### config.mk
export PLATFORM = sky130hd
export DESIGN_NAME = mmio_write_arbiter
export DESIGN_NICKNAME = d
export VERILOG_FILES = /design/src/rtl/mmio_pkg.sv /design/src/rtl/mmio_rr_arb2.sv /design/src/rtl/mmio_write_arbiter.sv
export SDC_FILE = /design/constraint.sdc
export NUM_CORES = 1
export LEC_CHECK = 0
export CORE_MARGIN = 2
export CORE_UTILIZATION = 30
export CTS_CLUSTER_SIZE = 25
export DETAILED_ROUTE_END_ITERATION = 8
export GPL_TIMING_DRIVEN = 0
export SLEW_MARGIN = 15
export SYNTH_ARGS = -nofsm -noshare
export SYNTH_HDL_FRONTEND = slang
export SYNTH_SLANG_ARGS = --single-unit
### constraint.sdc
create_clock -name clk -period 6 [get_ports clk]
set_input_delay 1.2 -clock clk [delete_from_list [all_inputs] [get_ports clk]]
set_output_delay 1.2 -clock clk [all_outputs]
set_load 0.05 [all_outputs]
### src/rtl/mmio_pkg.sv
// Shared types and address-decode helper for the MMIO write arbiter.
package mmio_pkg;

    localparam logic [31:0] LED_BASE_DEFAULT = 32'h0000_3000;

    typedef enum logic {
        ARB  = 1'b0,
        LOCK = 1'b1
    } arb_state_t;

    typedef struct packed {
        logic [31:0] addr;
        logic [31:0] data;
    } wr_txn_t;

    // True when addr falls inside the byte range spanned by num_words registers starting at base.
    function automatic logic is_led_addr(input logic [31:0] addr,
                                         input logic [31:0] base,
                                         input int unsigned num_words);
        logic [31:0] offset;
        offset = addr - base;
        return (addr >= base) && (offset < (32'(num_words) << 2));
    endfunction

endpackage

### src/rtl/mmio_rr_arb2.sv
// Two-requester round-robin grant with a bus-lock mode that lets requester 1 own the path across beats.
module mmio_rr_arb2
    import mmio_pkg::*;
(
    input  logic       clk,
    input  logic       rst,
    input  logic       req0_i,
    input  logic       req1_i,
    input  logic       lock_i,
    input  logic       accept_i,
    output logic [1:0] grant_o
);

    arb_state_t state_q, state_d;
    logic       last_grant_q, last_grant_d;

    always_ff @(posedge clk) begin
        // NOTE: registers use <= so every flop samples pre-edge values regardless of statement order.
        if (!rst) begin
            state_q      <= ARB;
            last_grant_q <= 1'b1;
        end else begin
            state_q      <= state_d;
            last_grant_q <= last_grant_d;
        end
    end

    always_comb begin
        // NOTE: default first so no branch leaves grant_o unassigned and a latch is never inferred.
        grant_o = 2'b00;
        unique case (state_q)
            ARB: begin
                if (req0_i && req1_i) begin
                    grant_o = last_grant_q ? 2'b01 : 2'b10;
                end else begin
                    grant_o = {req1_i, req0_i};
                end
            end
            LOCK:    grant_o = {req1_i, 1'b0};
            default: grant_o = 2'b00;
        endcase
    end

    // Kept apart from the grant process: accept_i itself depends on grant_o.
    always_comb begin
        state_d      = state_q;
        last_grant_d = last_grant_q;
        if (accept_i) begin
            last_grant_d = grant_o[1];
        end
        unique case (state_q)
            ARB: begin
                if (accept_i && grant_o[1] && lock_i) begin
                    state_d = LOCK;
                end
            end
            LOCK: begin
                if ((accept_i && !lock_i) || (!req1_i && !lock_i)) begin
                    state_d = ARB;
                end
            end
            default: state_d = ARB;
        endcase
    end

endmodule

### src/rtl/mmio_write_arbiter.sv
// Shares one MMIO write path between the core (m0) and a debug master (m1); owns the LED bank.
// Optional MMIO_LED_BLINK_EN adds a blink-mask register after the LED bits and a blink prescaler.
module mmio_write_arbiter
    import mmio_pkg::*;
#(
    parameter logic [31:0] LED_BASE  = LED_BASE_DEFAULT,
    parameter int unsigned LED_COUNT = 8
`ifdef MMIO_LED_BLINK_EN
    ,
    parameter int unsigned BLINK_DIV = 24
`endif
) (
    input  logic                 clk,
    input  logic                 rst,
    input  logic                 m0_valid,
    output logic                 m0_ready,
    input  logic [31:0]          m0_addr,
    input  logic [31:0]          m0_data,
    input  logic                 m1_valid,
    output logic                 m1_ready,
    input  logic                 m1_lock,
    input  logic [31:0]          m1_addr,
    input  logic [31:0]          m1_data,
    output logic                 mem_valid,
    input  logic                 mem_ready,
    output logic [31:0]          mem_addr,
    output logic [31:0]          mem_data,
    output logic [LED_COUNT-1:0] led,
    output logic                 err
);

`ifdef MMIO_LED_BLINK_EN
    localparam int unsigned LED_WORDS = LED_COUNT + 1;
`else
    localparam int unsigned LED_WORDS = LED_COUNT;
`endif

    wr_txn_t              m0_txn, m1_txn, sel_txn;
    wr_txn_t              slot_q, slot_d;
    logic                 mem_valid_q, mem_valid_d;
    logic [LED_COUNT-1:0] led_q, led_d;
    logic                 err_q, err_d;
    logic [1:0]           grant;
    logic                 m0_is_led, m1_is_led, sel_is_led;
    logic                 slot_free, accept;
    logic [31:0]          sel_offset;
    logic [29:0]          sel_word;
    logic                 sel_misaligned;
`ifdef MMIO_LED_BLINK_EN
    logic [LED_COUNT-1:0] mask_q, mask_d;
`endif

    assign m0_txn    = '{addr: m0_addr, data: m0_data};
    assign m1_txn    = '{addr: m1_addr, data: m1_data};
    assign m0_is_led = is_led_addr(m0_addr, LED_BASE, LED_WORDS);
    assign m1_is_led = is_led_addr(m1_addr, LED_BASE, LED_WORDS);

    mmio_rr_arb2 u_arb (
        .clk      (clk),
        .rst      (rst),
        .req0_i   (m0_valid),
        .req1_i   (m1_valid),
        .lock_i   (m1_lock),
        .accept_i (accept),
        .grant_o  (grant)
    );

    // LED beats bypass the slot, so a stalled downstream never blocks them.
    assign slot_free = !mem_valid_q || mem_ready;
    assign m0_ready  = grant[0] && (m0_is_led || slot_free);
    assign m1_ready  = grant[1] && (m1_is_led || slot_free);
    assign accept    = (m0_valid && m0_ready) || (m1_valid && m1_ready);

    assign sel_txn        = grant[1] ? m1_txn : m0_txn;
    assign sel_is_led     = grant[1] ? m1_is_led : m0_is_led;
    assign sel_offset     = sel_txn.addr - LED_BASE;
    assign sel_word       = sel_offset[31:2];
    assign sel_misaligned = (sel_offset[1:0] != 2'b00);

    always_comb begin
        slot_d      = slot_q;
        mem_valid_d = mem_valid_q && !mem_ready;
        led_d       = led_q;
        err_d       = err_q;
`ifdef MMIO_LED_BLINK_EN
        mask_d      = mask_q;
`endif
        if (accept) begin
            if (!sel_is_led) begin
                slot_d      = sel_txn;
                mem_valid_d = 1'b1;
            end else if (sel_misaligned) begin
                err_d = 1'b1;
            end else begin
                for (int unsigned n = 0; n < LED_COUNT; n++) begin
                    if (sel_word == 30'(n)) begin
                        led_d[n] = sel_txn.data[0];
                    end
                end
`ifdef MMIO_LED_BLINK_EN
                if (sel_word == 30'(LED_COUNT)) begin
                    mask_d = sel_txn.data[LED_COUNT-1:0];
                end
`endif
            end
        end
    end

    always_ff @(posedge clk) begin
        if (!rst) begin
            slot_q      <= '0;
            mem_valid_q <= 1'b0;
            led_q       <= '0;
            err_q       <= 1'b0;
`ifdef MMIO_LED_BLINK_EN
            mask_q      <= '0;
`endif
        end else begin
            slot_q      <= slot_d;
            mem_valid_q <= mem_valid_d;
            led_q       <= led_d;
            err_q       <= err_d;
`ifdef MMIO_LED_BLINK_EN
            mask_q      <= mask_d;
`endif
        end
    end

    assign mem_valid = mem_valid_q;
    assign mem_addr  = slot_q.addr;
    assign mem_data  = slot_q.data;
    assign err       = err_q;

`ifdef MMIO_LED_BLINK_EN
    logic [BLINK_DIV-1:0] prescale_q;
    logic                 phase_q;

    always_ff @(posedge clk) begin
        if (!rst) begin
            prescale_q <= '0;
            phase_q    <= 1'b0;
        end else begin
            prescale_q <= prescale_q + BLINK_DIV'(1);
            if (&prescale_q) begin
                phase_q <= !phase_q;
            end
        end
    end

    assign led = led_q ^ (mask_q & {LED_COUNT{phase_q}});
`else
    assign led = led_q;
`endif

endmodule

== Word-level counts from Yosys, hierarchy flattened ==
Index checks and enable logic that the tools add are counted.

* Logic and storage cells: 74
* Output and inout bits: 76
* Input port bits: 134
* Register bits: 76

* $add $sub $neg: 3
* Reduce and logical (&&, ||, !) cells: 33
* Bitwise gates (word level): 3
* Equality and inequality tests: 7
* $lt $le $gt $ge: 4
* Multiplexer cells: 10

{| class="wikitable"
|+ Operators by type and width
! cell !! number
|-
| $eq 30x3->1 const B || 4
|-
| $sub 32x14->32 const B || 3
|-
| $ge 32x14->1 const B || 2
|-
| $lt 32x6->1 const B || 2
|-
| $mux 64 || 1
|-
| $eq 30x2->1 const B || 2
|-
| $reduce_and 4->1 || 8
|-
| $eq 30x1->1 const B || 1
|-
| $logic_not 30->1 || 1
|-
| $logic_and 1x1->1 || 12
|-
| $logic_or 1x1->1 || 5
|-
| $mux 1 || 5
|-
| $logic_not 1->1 || 4
|-
| $mux 2 || 2
|-
| $pmux 2 s2 || 1
|-
| $not 1->1 || 3
|-
| $reduce_and 3->1 || 1
|-
| $pmux 1 s2 || 1
|-
| $reduce_and 2->1 || 1
|-
| $reduce_bool 2->1 || 1
|}

== Longest topological paths before layout ==
* Depth in word-level cells: 11
* Depth in mapped cells: 9

== Hierarchy ==
A second synthesis with hierarchy kept.

* Cells, all modules: 422
* Area total of the unflattened synthesis: 3981.3 µm²

{| class="wikitable"
|+ Modules (own cells, without submodules)
! module !! cells an instance !! area an instance (µm²) !! seq. area each (µm²) !! instances
|-
| mmio_write_arbiter || 409 || 3857.4 || 1481.4 || 1
|-
| mmio_rr_arb2 || 13 || 123.9 || 40.0 || 1
|}

== Worst setup path before layout ==
OpenSTA, ideal clock, no wires.

* Path type: input to output
* From: input m1_addr[26]
* To: output m1_ready
* Setup slack: 1.874 ns
* Buffers on the path: 0
* Cell stages on the path: 5
* Data arrival time: 2.926 ns
* Path through: or4_1 -> maj3_2 -> o32ai_2 -> nand4b_1 -> o21ai_0

* Word-level cells in the longest chain between the ends: 5
* Elaborated cells between the ends (all ways): 6
* Those cells by class: add/sub: 1; order compare: 2; reduce/logical: 3

{| class="wikitable"
|+ Ends and longest elaborated chain
! what !! line !! source
|-
| start, declared || mmio_write_arbiter.sv:22 || <nowiki>input logic [31:0] m1_addr,</nowiki>
|-
| $sub 32x14->32 || mmio_pkg.sv:21 || <nowiki>offset = addr - base;</nowiki>
|-
| $lt 32x6->1 || mmio_pkg.sv:22 || <nowiki>return (addr >= base) && (offset < (32'(num_words) << 2));</nowiki>
|-
| $logic_and 1x1->1 * || mmio_pkg.sv:22 ||
|-
| $logic_or 1x1->1 * || mmio_write_arbiter.sv:71 || <nowiki>assign m1_ready = grant[1] && (m1_is_led || slot_free);</nowiki>
|-
| $logic_and 1x1->1 * || mmio_write_arbiter.sv:71 ||
|-
| end, declared || mmio_write_arbiter.sv:20 || <nowiki>output logic m1_ready,</nowiki>
|}

Mark *: on every way between the ends. The rest lies on a longest branch, timed or not.

== Worst setup path after layout ==
* From: input m0_addr[16]
* To: output m0_ready

* Word-level cells in the longest chain between the ends: 5
* Elaborated cells between the ends (all ways): 6
* Those cells by class: add/sub: 1; order compare: 2; reduce/logical: 3

{| class="wikitable"
|+ Ends and longest elaborated chain
! what !! line !! source
|-
| start, declared || mmio_write_arbiter.sv:17 || <nowiki>input logic [31:0] m0_addr,</nowiki>
|-
| $sub 32x14->32 || mmio_pkg.sv:21 ||
|-
| $lt 32x6->1 || mmio_pkg.sv:22 ||
|-
| $logic_and 1x1->1 * || mmio_pkg.sv:22 ||
|-
| $logic_or 1x1->1 * || mmio_write_arbiter.sv:70 || <nowiki>assign m0_ready = grant[0] && (m0_is_led || slot_free);</nowiki>
|-
| $logic_and 1x1->1 * || mmio_write_arbiter.sv:70 ||
|-
| end, declared || mmio_write_arbiter.sv:16 || <nowiki>output logic m0_ready,</nowiki>
|}

Marked as above.

==> results by group <==
Run status
  – Outcome: finished, final reports clean

Synthesis
  – Syn_nets: 634
  – Sequential share of the synthesized area: 0.366
  – Cells after Synth: 500
  – Synthesized area: 4150 sq um
  – Synth Warn #: 0
  – Post-synth cell types: 48
  – Yosys reg bits: 76
  – Syn_area_per_cell: 8.31 sq um

Clocking
  – Root Driver: clkbuf_16
  – H-tree levels: 3
  – Post-CTS Setup Inserts: 0
  – CTS tree: built
  – Clock sinks: 76
  – Worst-skew pair later-pin latency: 0.34 ns
  – CTS Buf Count: 9
  – PostCTS Resize Cnt: 0
  – Maximum clock path buffer count: 2
  – Reg clk slew, reported paths: 0.06 ns
  – Post-CTS Hold Fix Bufs: 0

Die
  – Row count: 42
  – CORE AREA: 13400 sq um
  – I/O pins: 210
  – Die width: 122 um
  – Initial Utilization: 0.310
  – DIE AREA: 14800 sq um
  – Die H: 122 um

Timing
  – Final Hold Viols: 0
  – Max_slew headroom: 0.512
  – RSZ-0062 raised after global routing: false
  – Fin. max-slew vios: 0
  – Hold_ws: 0.460 ns
  – Final setup vio count: 0
  – Setup WS post-layout: 0.586 ns
  – Clock skew: 0.00524 ns
  – Tmin final: 5.41 ns
  – Final period util: 0.902
  – Fin Setup TNS: 0 ns
  – Worst Tran Pin Value: 0.732 ns
  – F_max: 185 MHz

Detailed routing
  – Number of vias per cell: 5.20
  – Drt pass-1 iters: 5
  – Final wirelength: 16200 um
  – Initial detailed-routing violation count: 262
  – DR vias: 4678
  – Residual DRC: 0
  – DR WL/cell: 18.0 um
  – DRT antenna net count: 0

Cells and area
  – P&R area growth vs syn: 62.7%
  – Fin nets: 853
  – FILL cells: 1314
  – Share of layout cells above drive strength 1: 0.104
  – Reg area: 1520 sq um
  – # diodes: 0
  – Multi-input logic area: 2440 sq um

Placement
  – Detailed Place HPWL: 12500 um
  – Post-place setup slack: 0.600 ns
  – Buffers on Ports: 208
  – GPL Wtd Cong: 0.866

Hold path
  – Hold path cells: 2
  – Hold_sp: led[5]$_SDFFE_PN0P_
  – Hold Crit Class: flop to flop
  – Hold path endpoint: led[5]$_SDFFE_PN0P_

GRT
  – First-pass GRT wire length: 25000 um
  – Grt total ovfl: 0
  – Largest net degree at the start of global routing: 13
  – Vias in the first global route: 4737
  – Gr usage total: 0.218
  – Initial antenna violation count: 0

Job
  – Max Cap Viol: 0

Critical path
  – Worst EP required: 4.80 ns
  – Crit end category: primary output
  – Reg2Reg Depth: 7
  – FF-to-FF End: led[5]$_SDFFE_PN0P_
  – Worst-path fanout max: 4
  – Crit Reg-Reg Startpoint: u_arb.state_q$_SDFF_PN0_
  – Crit path DAT: 4.21 ns
  – WS Path Type: input pin to primary output
  – Reg2Reg Setup Slack: 3.47 ns
  – Startpoint Class: input pin

Power and ir drop
  – Max IR drop VDD: 0.126 mV
  – Pwr Density: 268 nW/um^2
  – Leak: 2.49 nW
==> synthesized netlist by cell type, drive strengths merged <==
cell type,instances,area [sq um]
nand2,142,541
dfxtp,76,1520
nor2,76,285
a311oi,59,767
clkbuf,29,109
nor4,14,103
mux2i,12,120
nand4b,10,87.6
nand4,9,56.3
buf,8,71.3
nor3,6,41.3
a21oi,5,25.0
nand3,5,30.0
o21ai,5,25.0
a211oi,4,42.5
inv,4,15.0
and2,3,18.8
nand2b,3,18.8
xor2,3,26.3
a2111oi,2,36.3
a211o,2,17.5
a21boi,2,15.0
a31oi,2,12.5
and4bb,2,25.0
nand3b,2,15.0
or4,2,15.0
a22oi,1,7.51
a32oi,1,8.76
and3,1,6.26
maj3,1,11.3
nor2b,1,6.26
nor3b,1,7.51
o211a,1,10.0
o221a,1,11.3
o22ai,1,6.26
o32ai,1,16.3
or2,1,6.26
or3,1,6.26
xnor2,1,8.76
==> worst max path at each step <==
stage,cells after the start,start,endpoint,slack [ns]
after CTS,7,m0_addr[8],m0_ready,0.58
after floorplan,5,m1_addr[26],m1_ready,1.87
after global placement,7,m0_addr[16],m0_ready,0.56
after detailed placement,7,m0_addr[8],m0_ready,0.60
after global routing,7,m0_addr[15],m0_ready,0.41
final,7,m0_addr[16],m0_ready,0.59
==> metal layers <==
layer	track usage	vias up	share of wire
li1	-	2247	-
met1	0.265	2180	0.42
met2	0.366	215	0.47
met3	0.0529	36	0.083
met4	0.0934	0	0.031
met5	0	-	0
==> worst max-delay path: stages <==
cell and delay [ns]:
clkdlybuf4s50_1 0.44, nor3_1 0.58, nand3_1 0.26, nor3_1 0.57, o21ai_0 0.25, inv_1 0.10, clkdlybuf4s50_1 0.80
==> sequential cells by signal (all words and copies together), names as in the netlist <==
signal              flops
u_arb.state_q           1
mem_data               32
led                     8
u_arb.last_grant_q      1
mem_addr               32
mem_valid               1
err                     1
==> final cells by class <==
type	instances	share of cell area
multi-input cells	383	0.360
inverters	4	0.00222
repair buffers	208	0.308
flip-flops and latches	76	0.225
plain buffers	37	0.0267
clock buffers	11	0.0374
well taps	176	0.0326
clock inverters	5	0.00741
==> cell families (layout without fill, tap and decap cells) <==
family | after synthesis | in the layout | share of synthesized area
AOI/OAI and AO/OA | 87 | 87 | 0.241
xor gates and xnor gates | 4 | 4 | 0.00844
DFF | 76 | 76 | 0.366
and+or+nand+nor | 279 | 279 | 0.306
buffers and inverters | 41 | 265 | 0.0470
adders and majority gates | 1 | 1 | 0.00271
muxes | 12 | 12 | 0.0289
==> cell usage in the layout (no fill, tap or decap), types with 4 or more instances in the layout <==
cell,instances
nand2_1,141
nand4_1,9
clkdlybuf4s50_1,208
nand3_1,4
a311oi_1,19
a311oi_2,40
mux2i_1,12
clkinv_2,4
clkbuf_16,9
nand4b_1,10
buf_6,5
o21ai_0,5
nor2_1,76
nor4_1,13
dfxtp_1,76
nor3_1,5
clkbuf_1,29
a21oi_1,5
==> power breakdown <==
group / total (mW) / internal, mW / switching (mW)
clock network: 0.555 / 0.342 / 0.213
logic: 0.666 / 0.256 / 0.410
registers: 0.588 / 0.560 / 0.0283
==> stage by stage <==
| step | power, mW | instance area (sq um) | utilization | cells |
|---|---|---|---|---|
| after CTS | 1.83 | 6760 | 0.504 | 900 |
| after global routing | 1.89 | 6760 | 0.504 | 900 |
| after detailed placement | 1.27 | 6450 | 0.482 | 884 |
| final | 1.81 | 6760 | 0.504 | 900 |
| after global placement | 1.26 | 6450 | 0.482 | 884 |
| after floorplan | 0.991 | 4150 | - | 500 |
Power figures use the tool's default switching activity.
